<file path="src/rtl/uart_spi_bridge.sv">
`default_nettype none
// ============================================================================
// Module   : uart_spi_bridge
// Purpose  : Parses framed UART commands (write / read / ping), runs one
//            CS-framed SPI transaction per write or read and returns a UART
//            response. Tracks inter-byte timeouts and dropped bytes/frames.
// Ports    : clk40M, nRst          - clock, async active-low reset
//            rx_valid, rx_byte     - bytes from the UART receiver
//            tx_valid, tx_byte,
//            tx_ready              - response bytes to the UART transmitter
//            spi_tx_count          - bytes per CS (ADDR_BYTES+DATA_BYTES)
//            spi_tx_byte, spi_tx_dv,
//            spi_tx_ready          - MOSI byte interface to the SPI master
//            spi_rx_dv, spi_rx_byte- MISO byte interface from the SPI master
//            busy                  - high while sending SPI or responding
//            err_count             - saturating error counter
// Revision : 1.0 - initial release
// ============================================================================
module uart_spi_bridge #(
  parameter int         ADDR_BYTES   = 2,
  parameter int         DATA_BYTES   = 2,
  parameter int         TIMEOUT_CLKS = 40000,
  parameter logic [7:0] CMD_WR       = 8'hA0,
  parameter logic [7:0] CMD_RD       = 8'hA1,
  parameter logic [7:0] CMD_PING     = 8'hA2,
  parameter logic [7:0] READ_FLAG    = 8'h80,
  parameter int         CNT_W        = $clog2(ADDR_BYTES + DATA_BYTES + 1)
) (
  input  logic             clk40M,
  input  logic             nRst,
  input  logic             rx_valid,
  input  logic [7:0]       rx_byte,
  output logic             tx_valid,
  output logic [7:0]       tx_byte,
  input  logic             tx_ready,
  output logic [CNT_W-1:0] spi_tx_count,
  output logic [7:0]       spi_tx_byte,
  output logic             spi_tx_dv,
  input  logic             spi_tx_ready,
  input  logic             spi_rx_dv,
  input  logic [7:0]       spi_rx_byte,
  output logic             busy,
  output logic [7:0]       err_count
);

  localparam int TOTAL  = ADDR_BYTES + DATA_BYTES;
  localparam int TO_W   = $clog2(TIMEOUT_CLKS + 1);
  // Response index runs 0 (cmd echo) .. DATA_BYTES (last read byte).
  localparam int RESP_W = $clog2(DATA_BYTES + 2);

  typedef enum logic [2:0] {
    IDLE     = 3'd0,
    RX_ADDR  = 3'd1,
    RX_DATA  = 3'd2,
    SPI_SEND = 3'd3,
    SPI_WAIT = 3'd4,
    RESP     = 3'd5
  } state_t;

  state_t             state;
  logic [7:0]         cmd;
  logic [7:0]         addr_buf [ADDR_BYTES];
  logic [7:0]         data_buf [DATA_BYTES];
  logic [7:0]         rdata    [DATA_BYTES];
  logic [CNT_W-1:0]   rx_idx;
  logic [CNT_W-1:0]   send_idx;
  logic [CNT_W-1:0]   rx_cnt;
  logic [TO_W-1:0]    to_cnt;
  logic [RESP_W-1:0]  resp_idx;

  logic               is_rd;
  logic               in_rx;
  logic               timeout_hit;
  logic               err_evt;
  logic               resp_last;
  logic [7:0]         send_byte;

  assign spi_tx_count = CNT_W'(TOTAL);

  assign is_rd       = (cmd == CMD_RD);
  assign in_rx       = (state == RX_ADDR) || (state == RX_DATA);
  assign timeout_hit = in_rx && !rx_valid && (to_cnt == TO_W'(TIMEOUT_CLKS - 1));
  assign resp_last   = (resp_idx == (is_rd ? RESP_W'(DATA_BYTES) : '0));

  // Simultaneous error sources collapse into a single increment.
  assign err_evt = (rx_valid && busy) ||
                   ((state == IDLE) && rx_valid &&
                    (rx_byte != CMD_WR) && (rx_byte != CMD_RD) && (rx_byte != CMD_PING)) ||
                   timeout_hit;

  // MOSI byte for the current send index: address first, then data or
  // zero fillers on reads.
  always_comb begin
    send_byte = 8'h00;
    for (int k = 0; k < ADDR_BYTES; k++) begin
      if (send_idx == CNT_W'(k)) begin
        send_byte = ((k == 0) && is_rd) ? (addr_buf[k] | READ_FLAG) : addr_buf[k];
      end
    end
    if (!is_rd) begin
      for (int k = 0; k < DATA_BYTES; k++) begin
        if (send_idx == CNT_W'(ADDR_BYTES + k)) begin
          send_byte = data_buf[k];
        end
      end
    end
  end

  // Response byte i: 0 is the command echo, 1.. are the read-back bytes.
  function automatic logic [7:0] resp_at(input logic [RESP_W-1:0] i);
    logic [7:0] r;
    r = cmd;
    for (int k = 0; k < DATA_BYTES; k++) begin
      if (i == RESP_W'(k + 1)) r = rdata[k];
    end
    return r;
  endfunction

  always_ff @(posedge clk40M or negedge nRst) begin
    if (!nRst) begin
      state       <= IDLE;
      cmd         <= 8'h00;
      tx_valid    <= 1'b0;
      tx_byte     <= 8'h00;
      spi_tx_dv   <= 1'b0;
      spi_tx_byte <= 8'h00;
      busy        <= 1'b0;
      err_count   <= 8'h00;
      rx_idx      <= '0;
      send_idx    <= '0;
      rx_cnt      <= '0;
      to_cnt      <= '0;
      resp_idx    <= '0;
      for (int k = 0; k < ADDR_BYTES; k++) addr_buf[k] <= 8'h00;
      for (int k = 0; k < DATA_BYTES; k++) begin
        data_buf[k] <= 8'h00;
        rdata[k]    <= 8'h00;
      end
    end else begin
      spi_tx_dv <= 1'b0;

      if (err_evt && (err_count != 8'hFF)) err_count <= err_count + 8'd1;

      // MISO bytes may start arriving while later MOSI bytes are still queued.
      if (((state == SPI_SEND) || (state == SPI_WAIT)) && spi_rx_dv &&
          (rx_cnt != CNT_W'(TOTAL))) begin
        rx_cnt <= rx_cnt + 1'b1;
        if (is_rd) begin
          for (int k = 0; k < DATA_BYTES; k++) begin
            if (rx_cnt == CNT_W'(ADDR_BYTES + k)) rdata[k] <= spi_rx_byte;
          end
        end
      end

      case (state)
        IDLE: begin
          if (rx_valid) begin
            cmd <= rx_byte;
            if ((rx_byte == CMD_WR) || (rx_byte == CMD_RD)) begin
              state  <= RX_ADDR;
              rx_idx <= '0;
              to_cnt <= '0;
            end else if (rx_byte == CMD_PING) begin
              state    <= RESP;
              busy     <= 1'b1;
              resp_idx <= '0;
            end
          end
        end

        RX_ADDR: begin
          if (rx_valid) begin
            to_cnt <= '0;
            for (int k = 0; k < ADDR_BYTES; k++) begin
              if (rx_idx == CNT_W'(k)) addr_buf[k] <= rx_byte;
            end
            if (rx_idx == CNT_W'(ADDR_BYTES - 1)) begin
              rx_idx <= '0;
              if (is_rd) begin
                state    <= SPI_SEND;
                busy     <= 1'b1;
                send_idx <= '0;
                rx_cnt   <= '0;
              end else begin
                state <= RX_DATA;
              end
            end else begin
              rx_idx <= rx_idx + 1'b1;
            end
          end else if (timeout_hit) begin
            state <= IDLE;
          end else begin
            to_cnt <= to_cnt + 1'b1;
          end
        end

        RX_DATA: begin
          if (rx_valid) begin
            to_cnt <= '0;
            for (int k = 0; k < DATA_BYTES; k++) begin
              if (rx_idx == CNT_W'(k)) data_buf[k] <= rx_byte;
            end
            if (rx_idx == CNT_W'(DATA_BYTES - 1)) begin
              rx_idx   <= '0;
              state    <= SPI_SEND;
              busy     <= 1'b1;
              send_idx <= '0;
              rx_cnt   <= '0;
            end else begin
              rx_idx <= rx_idx + 1'b1;
            end
          end else if (timeout_hit) begin
            state <= IDLE;
          end else begin
            to_cnt <= to_cnt + 1'b1;
          end
        end

        SPI_SEND: begin
          // Skip a cycle after every pulse so the strobe is never back-to-back.
          if (spi_tx_ready && !spi_tx_dv) begin
            spi_tx_dv   <= 1'b1;
            spi_tx_byte <= send_byte;
            send_idx    <= send_idx + 1'b1;
            if (send_idx == CNT_W'(TOTAL - 1)) state <= SPI_WAIT;
          end
        end

        SPI_WAIT: begin
          if (rx_cnt == CNT_W'(TOTAL)) begin
            state    <= RESP;
            resp_idx <= '0;
          end
        end

        RESP: begin
          if (!tx_valid) begin
            tx_valid <= 1'b1;
            tx_byte  <= resp_at(resp_idx);
          end else if (tx_ready) begin
            if (resp_last) begin
              tx_valid <= 1'b0;
              state    <= IDLE;
              busy     <= 1'b0;
            end else begin
              resp_idx <= resp_idx + 1'b1;
              tx_byte  <= resp_at(resp_idx + 1'b1);
            end
          end
        end

        default: begin
          state <= IDLE;
          busy  <= 1'b0;
        end
      endcase
    end
  end

endmodule
`default_nettype wire

</file>
<file path="config.mk">
export PLATFORM = sky130hd
export DESIGN_NAME = uart_spi_bridge
export DESIGN_NICKNAME = d
export VERILOG_FILES = /design/src/rtl/uart_spi_bridge.sv
export SDC_FILE = /design/constraint.sdc
export NUM_CORES = 1
export LEC_CHECK = 0
export ABC_CLOCK_PERIOD_IN_PS = 2100
export BUFFER_PORTS_ARGS = -buffer_cell sky130_fd_sc_hd__buf_2
export CAP_MARGIN = 20
export CORE_MARGIN = 4
export CORE_UTILIZATION = 54
export CTS_BUF_LIST = sky130_fd_sc_hd__clkbuf_16
export CTS_CLUSTER_SIZE = 12
export DETAILED_ROUTE_END_ITERATION = 8
export PLACE_DENSITY_LB_ADDON = 0.25
export SYNTH_ARGS = -nofsm -noshare
export SYNTH_HDL_FRONTEND = slang
export SYNTH_SLANG_ARGS = --single-unit
export TNS_END_PERCENT = 5
</file>
<file path="constraint.sdc">
create_clock -name clk40M -period 2.1 [get_ports clk40M]
set_input_delay 0.315 -clock clk40M [delete_from_list [all_inputs] [get_ports clk40M]]
set_output_delay 0.315 -clock clk40M [all_outputs]
set_load 0.1 [all_outputs]
</file>
==> reports/summary.log <==
[run_status] outcome complete, but fails checks
[run_status] violated checks setup timing
[yosys] per-instance average area after synthesis 10.2 um^2
[place] routability congestion estimate from global placement 0.961
[pwr] worst voltage drop across the vdd grid 1.61 mV
[timing] final period demand of the worst path 2120 ps
[worst_setup_path] cell-by-cell trace of the critical path ha_2 > and3_4 > nand4_1 > or4_4 > a21boi_4 > mux2_4
[worst_setup_path] Data arrival, critical path 2410 ps
[pwr] leakage 0.00366 uW
[pwr] power density cells 1510 nW/um^2
[yosys] most used flip-flop cell after synthesis sky130_fd_sc_hd__dfrtp_1
[yosys] async set or reset register ratio after synthesis 100%
[global_routing] number of antenna violations at the first check in global routing 0
[worst_setup_path] start-to-end type of the worst setup path register to register
[floorplanning] initial standard-cell utilization of the core 55.4%
[worst_setup_path] required time worst endpoint 2390 ps
[clocking] clock net sink count 113
[clocking] deepest level of the CTS H-tree 4
[timing] Hold Violations, Final 0
[yosys] Yosys warning count 0
[yosys] netlist area before placement 6010 um^2
[finish] Layout area overhead 25.4%
[global_routing] total global routing overflow 0
[route] final routed wire length divided by cell count 17.6 um
[min_path] class of the tightest hold or removal check primary input to register
[finish] share of layout cells above drive strength 1 31.0%
[timing] final clock skew 6.37 ps
[route] DRC violations left 0
[timing] unrepaired setup endpoints after global routing yes
[worst_setup_path] Critical Path End Type register
[floorplanning] Die Span Y 113 um
[place] DP HPWL 10.2 mm
[yosys] portion of the post-synthesis area used by sequential elements 47.1%
[worst_setup_path] launching element type of the critical path register
[timing] Worst Hold Slack 137 ps
[route] drt total wl 14.9 mm
[global_routing] first-pass GRT wire length 24.9 mm
[timing] timing-limited maximum frequency 0.471 GHz
[timing] share of the clock period used by the worst path after layout 101%
[yosys] number of enable flip-flop cells after synthesis 0
[floorplanning] core outline area 10,800 um^2
[yosys] count of different cell masters after synthesis 60
[global_routing] pin count of the biggest net entering global routing 47
[global_routing] global router's overall resource usage 24.6%
[pwr] Overall Power 11,400 uW
[yosys] post-synthesis instance total 590
[worst_setup_path] Crit path largest cell delay 590 ps
[route] post-route ant nets 0
[global_routing] vias in the first global route 5,225
[finish] most frequent cells in the layout sky130_fd_sc_hd__dfrtp_1 (112), sky130_fd_sc_hd__nand2_1 (71), sky130_fd_sc_hd__buf_4 (62)
[timing] Worst Setup Slack, final -21.6 ps
[finish] leading cell type in the layout, fill and taps excluded sky130_fd_sc_hd__dfrtp_1
[timing] Relative slew margins 58.3%
[yosys] number of register bits inferred by synthesis 113
[route] drt first pass iters 5
[clocking] total CTS buffers 17
[clocking] clock input transition at the sequential cells of the worst setup and hold paths 50 ps
[finish] antenna diode count 0
[clocking] root buffer cell sky130_fd_sc_hd__clkbuf_16
[route] DRC violation total after the first TritonRoute iteration 317
[clocking] TritonCTS clock tree built
[floorplanning] number of primary I/O pins 52
[timing] final setup violating endpoints 1
[floorplanning] Die W 113 um
[route] vias after detailed routing 5,020
[timing] actual slew at the worst max-slew pin 625 ps
[floorplanning] die area 12,900 um^2
[flow_run] max-cap violations 0
[timing] number of max-slew violations in the final report 0
[clocking] clock latency of the later-clocked register in the worst-skew pair 410 ps
[clocking] maximum count of clock buffers along a single path 2
[worst_setup_path] largest fanout on the critical path 4
[route] drt via density 5.91
[finish] Net count, final 732
[place] count of buffers inserted at the top-level ports 48
[worst_setup_path] slowest stage cell, crit path sky130_fd_sc_hd__or4_4
[floorplanning] row cnt 38
[through the flow]
| stage | utilization, % | worst slack [ps] | std cells | area [um^2] | TNS (ps) |
|---|---|---|---|---|---|
| final | 69.5 | -21.6 | 849 | 7530 | -21.6 |
| after floorplan | - | -153 | 591 | 6010 | -424 |
| after global placement | 63.1 | 44.4 | 811 | 6840 | 0 |
| after CTS | 68.6 | 4.24 | 844 | 7440 | 0 |
| after detailed placement | 63.1 | -6.10 | 811 | 6840 | -6.10 |
| after global routing | 69.5 | -79.5 | 849 | 7530 | -606 |
[repair_timing]
action / CTS / global route
resized for setup: 2 / 12
pin swaps: 0 / 4
hold endpoints to repair: 41 / 0
setup endpoints to repair: 9 / 20
buffers inserted: 0 / 5
hold buffers: 1 / 0
[metal layers]
layer	up-vias	GRT usage, %	wire length, um
met5	-	0	0
met2	168	41.2	7560
li1	2323	-	-
met4	0	11.7	520
met1	2485	28.9	6150
met3	44	7.69	708
[logic make-up (layout without fill, tap and decap cells)]
| group | after synthesis | count (layout) | share of synthesized area, % |
|---|---|---|---|
| AOI/OAI and AO/OA | 120 | 120 | 11.9 |
| xor gates and xnor gates | 8 | 8 | 1.17 |
| adders and majority gates | 14 | 14 | 2.92 |
| buffers and inverters | 46 | 164 | 3.23 |
| DFF | 113 | 113 | 47.1 |
| muxes | 98 | 98 | 17.7 |
| other | 2 | 3 | 0.125 |
| and+or+nand+nor | 189 | 189 | 15.9 |
[cell type report]
type	instances	area [um^2]
clock inverter	15	151
inverter	15	56.3
fill	822	3310
tap	140	175
sequential	113	2830
multi-input combinational	432	3050
clock buffer	17	425
timing repair buffer	117	842
[power breakdown]
part / leakage, uW / switching, uW / internal [uW]
clock: 0.000285 / 979 / 1830
sequential: 0.00148 / 493 / 2830
combinational: 0.00189 / 3390 / 1890
total: 0.00366 / 4860 / 6550
[sequential cells by signal (all words and copies together), names as in the netlist]
name,flops
addr_buf,16
rx_idx,3
resp_idx,2
send_idx,3
rx_cnt,3
tx_byte,8
cmd,8
rdata,16
tx_valid,1
state,3
data_buf,16
err_count,8
to_cnt,16
spi_tx_byte,8
busy,1
spi_tx_dv,1
[worst max-delay path: cells and delay by family, from the launching register on]
family | cells | cell delay, ps
compound gates | 1 | 200
fa+ha+maj | 1 | 200
flops | 1 | 380
mux | 1 | 320
simple gates | 3 | 910
[synth_stat cells (2+ instances only)]
library cell               count  share of area (%)
sky130_fd_sc_hd__clkbuf_1     24                1.5
sky130_fd_sc_hd__o31ai_1       5               0.62
sky130_fd_sc_hd__o21ai_0      52                4.3
sky130_fd_sc_hd__nand3_1      23                1.9
sky130_fd_sc_hd__a31oi_1       7               0.73
sky130_fd_sc_hd__mux2_1       11                2.1
sky130_fd_sc_hd__xor2_1        6               0.87
sky130_fd_sc_hd__a21oi_1      28                2.3
sky130_fd_sc_hd__and3_1        5               0.52
sky130_fd_sc_hd__nor2b_1       5               0.52
sky130_fd_sc_hd__nand2_1      71                4.4
sky130_fd_sc_hd__dfrtp_1     113                 47
sky130_fd_sc_hd__buf_4         3               0.37
sky130_fd_sc_hd__and2_1        5               0.52
sky130_fd_sc_hd__mux2_2       57                 11
sky130_fd_sc_hd__inv_1        15               0.94
sky130_fd_sc_hd__xnor2_1       2               0.29
sky130_fd_sc_hd__nor2_1       27                1.7
sky130_fd_sc_hd__nor3_2        2               0.33
sky130_fd_sc_hd__nor3_1        9               0.75
sky130_fd_sc_hd__nor4bb_1      2               0.33
sky130_fd_sc_hd__and4_1        3               0.44
sky130_fd_sc_hd__nor4_1        3               0.31
sky130_fd_sc_hd__mux2i_1      30                5.0
sky130_fd_sc_hd__nand2b_1      6               0.62
sky130_fd_sc_hd__o21ai_1       3               0.25
sky130_fd_sc_hd__ha_1         14                2.9
sky130_fd_sc_hd__conb_1        2               0.13
sky130_fd_sc_hd__buf_2         2               0.17
sky130_fd_sc_hd__a22o_1        4               0.58
sky130_fd_sc_hd__a21o_1        3               0.37
sky130_fd_sc_hd__nand4_1       8               0.83
sky130_fd_sc_hd__nor4b_1       4               0.58
sky130_fd_sc_hd__nand3b_1      7               0.87
sky130_fd_sc_hd__a211oi_1      2               0.25
sky130_fd_sc_hd__or3_1         3               0.31
[path summary, 6_finish.rpt]
kind	from	cells after the start	slack [ps]	endpoint
max	to_cnt[0]	6	-20	err_count[1]
min	spi_rx_byte[1]	2	140	rdata[9]
max reg2reg	to_cnt[0]	6	-20	err_count[1]
min reg2reg	spi_tx_byte[4]	2	470	spi_tx_byte[4]
max in group asynchronous	nRst	3	1010	to_cnt[15]
min in group asynchronous	nRst	2	460	data_buf[5]
No activity file was read; power rests on OpenSTA's default activity.
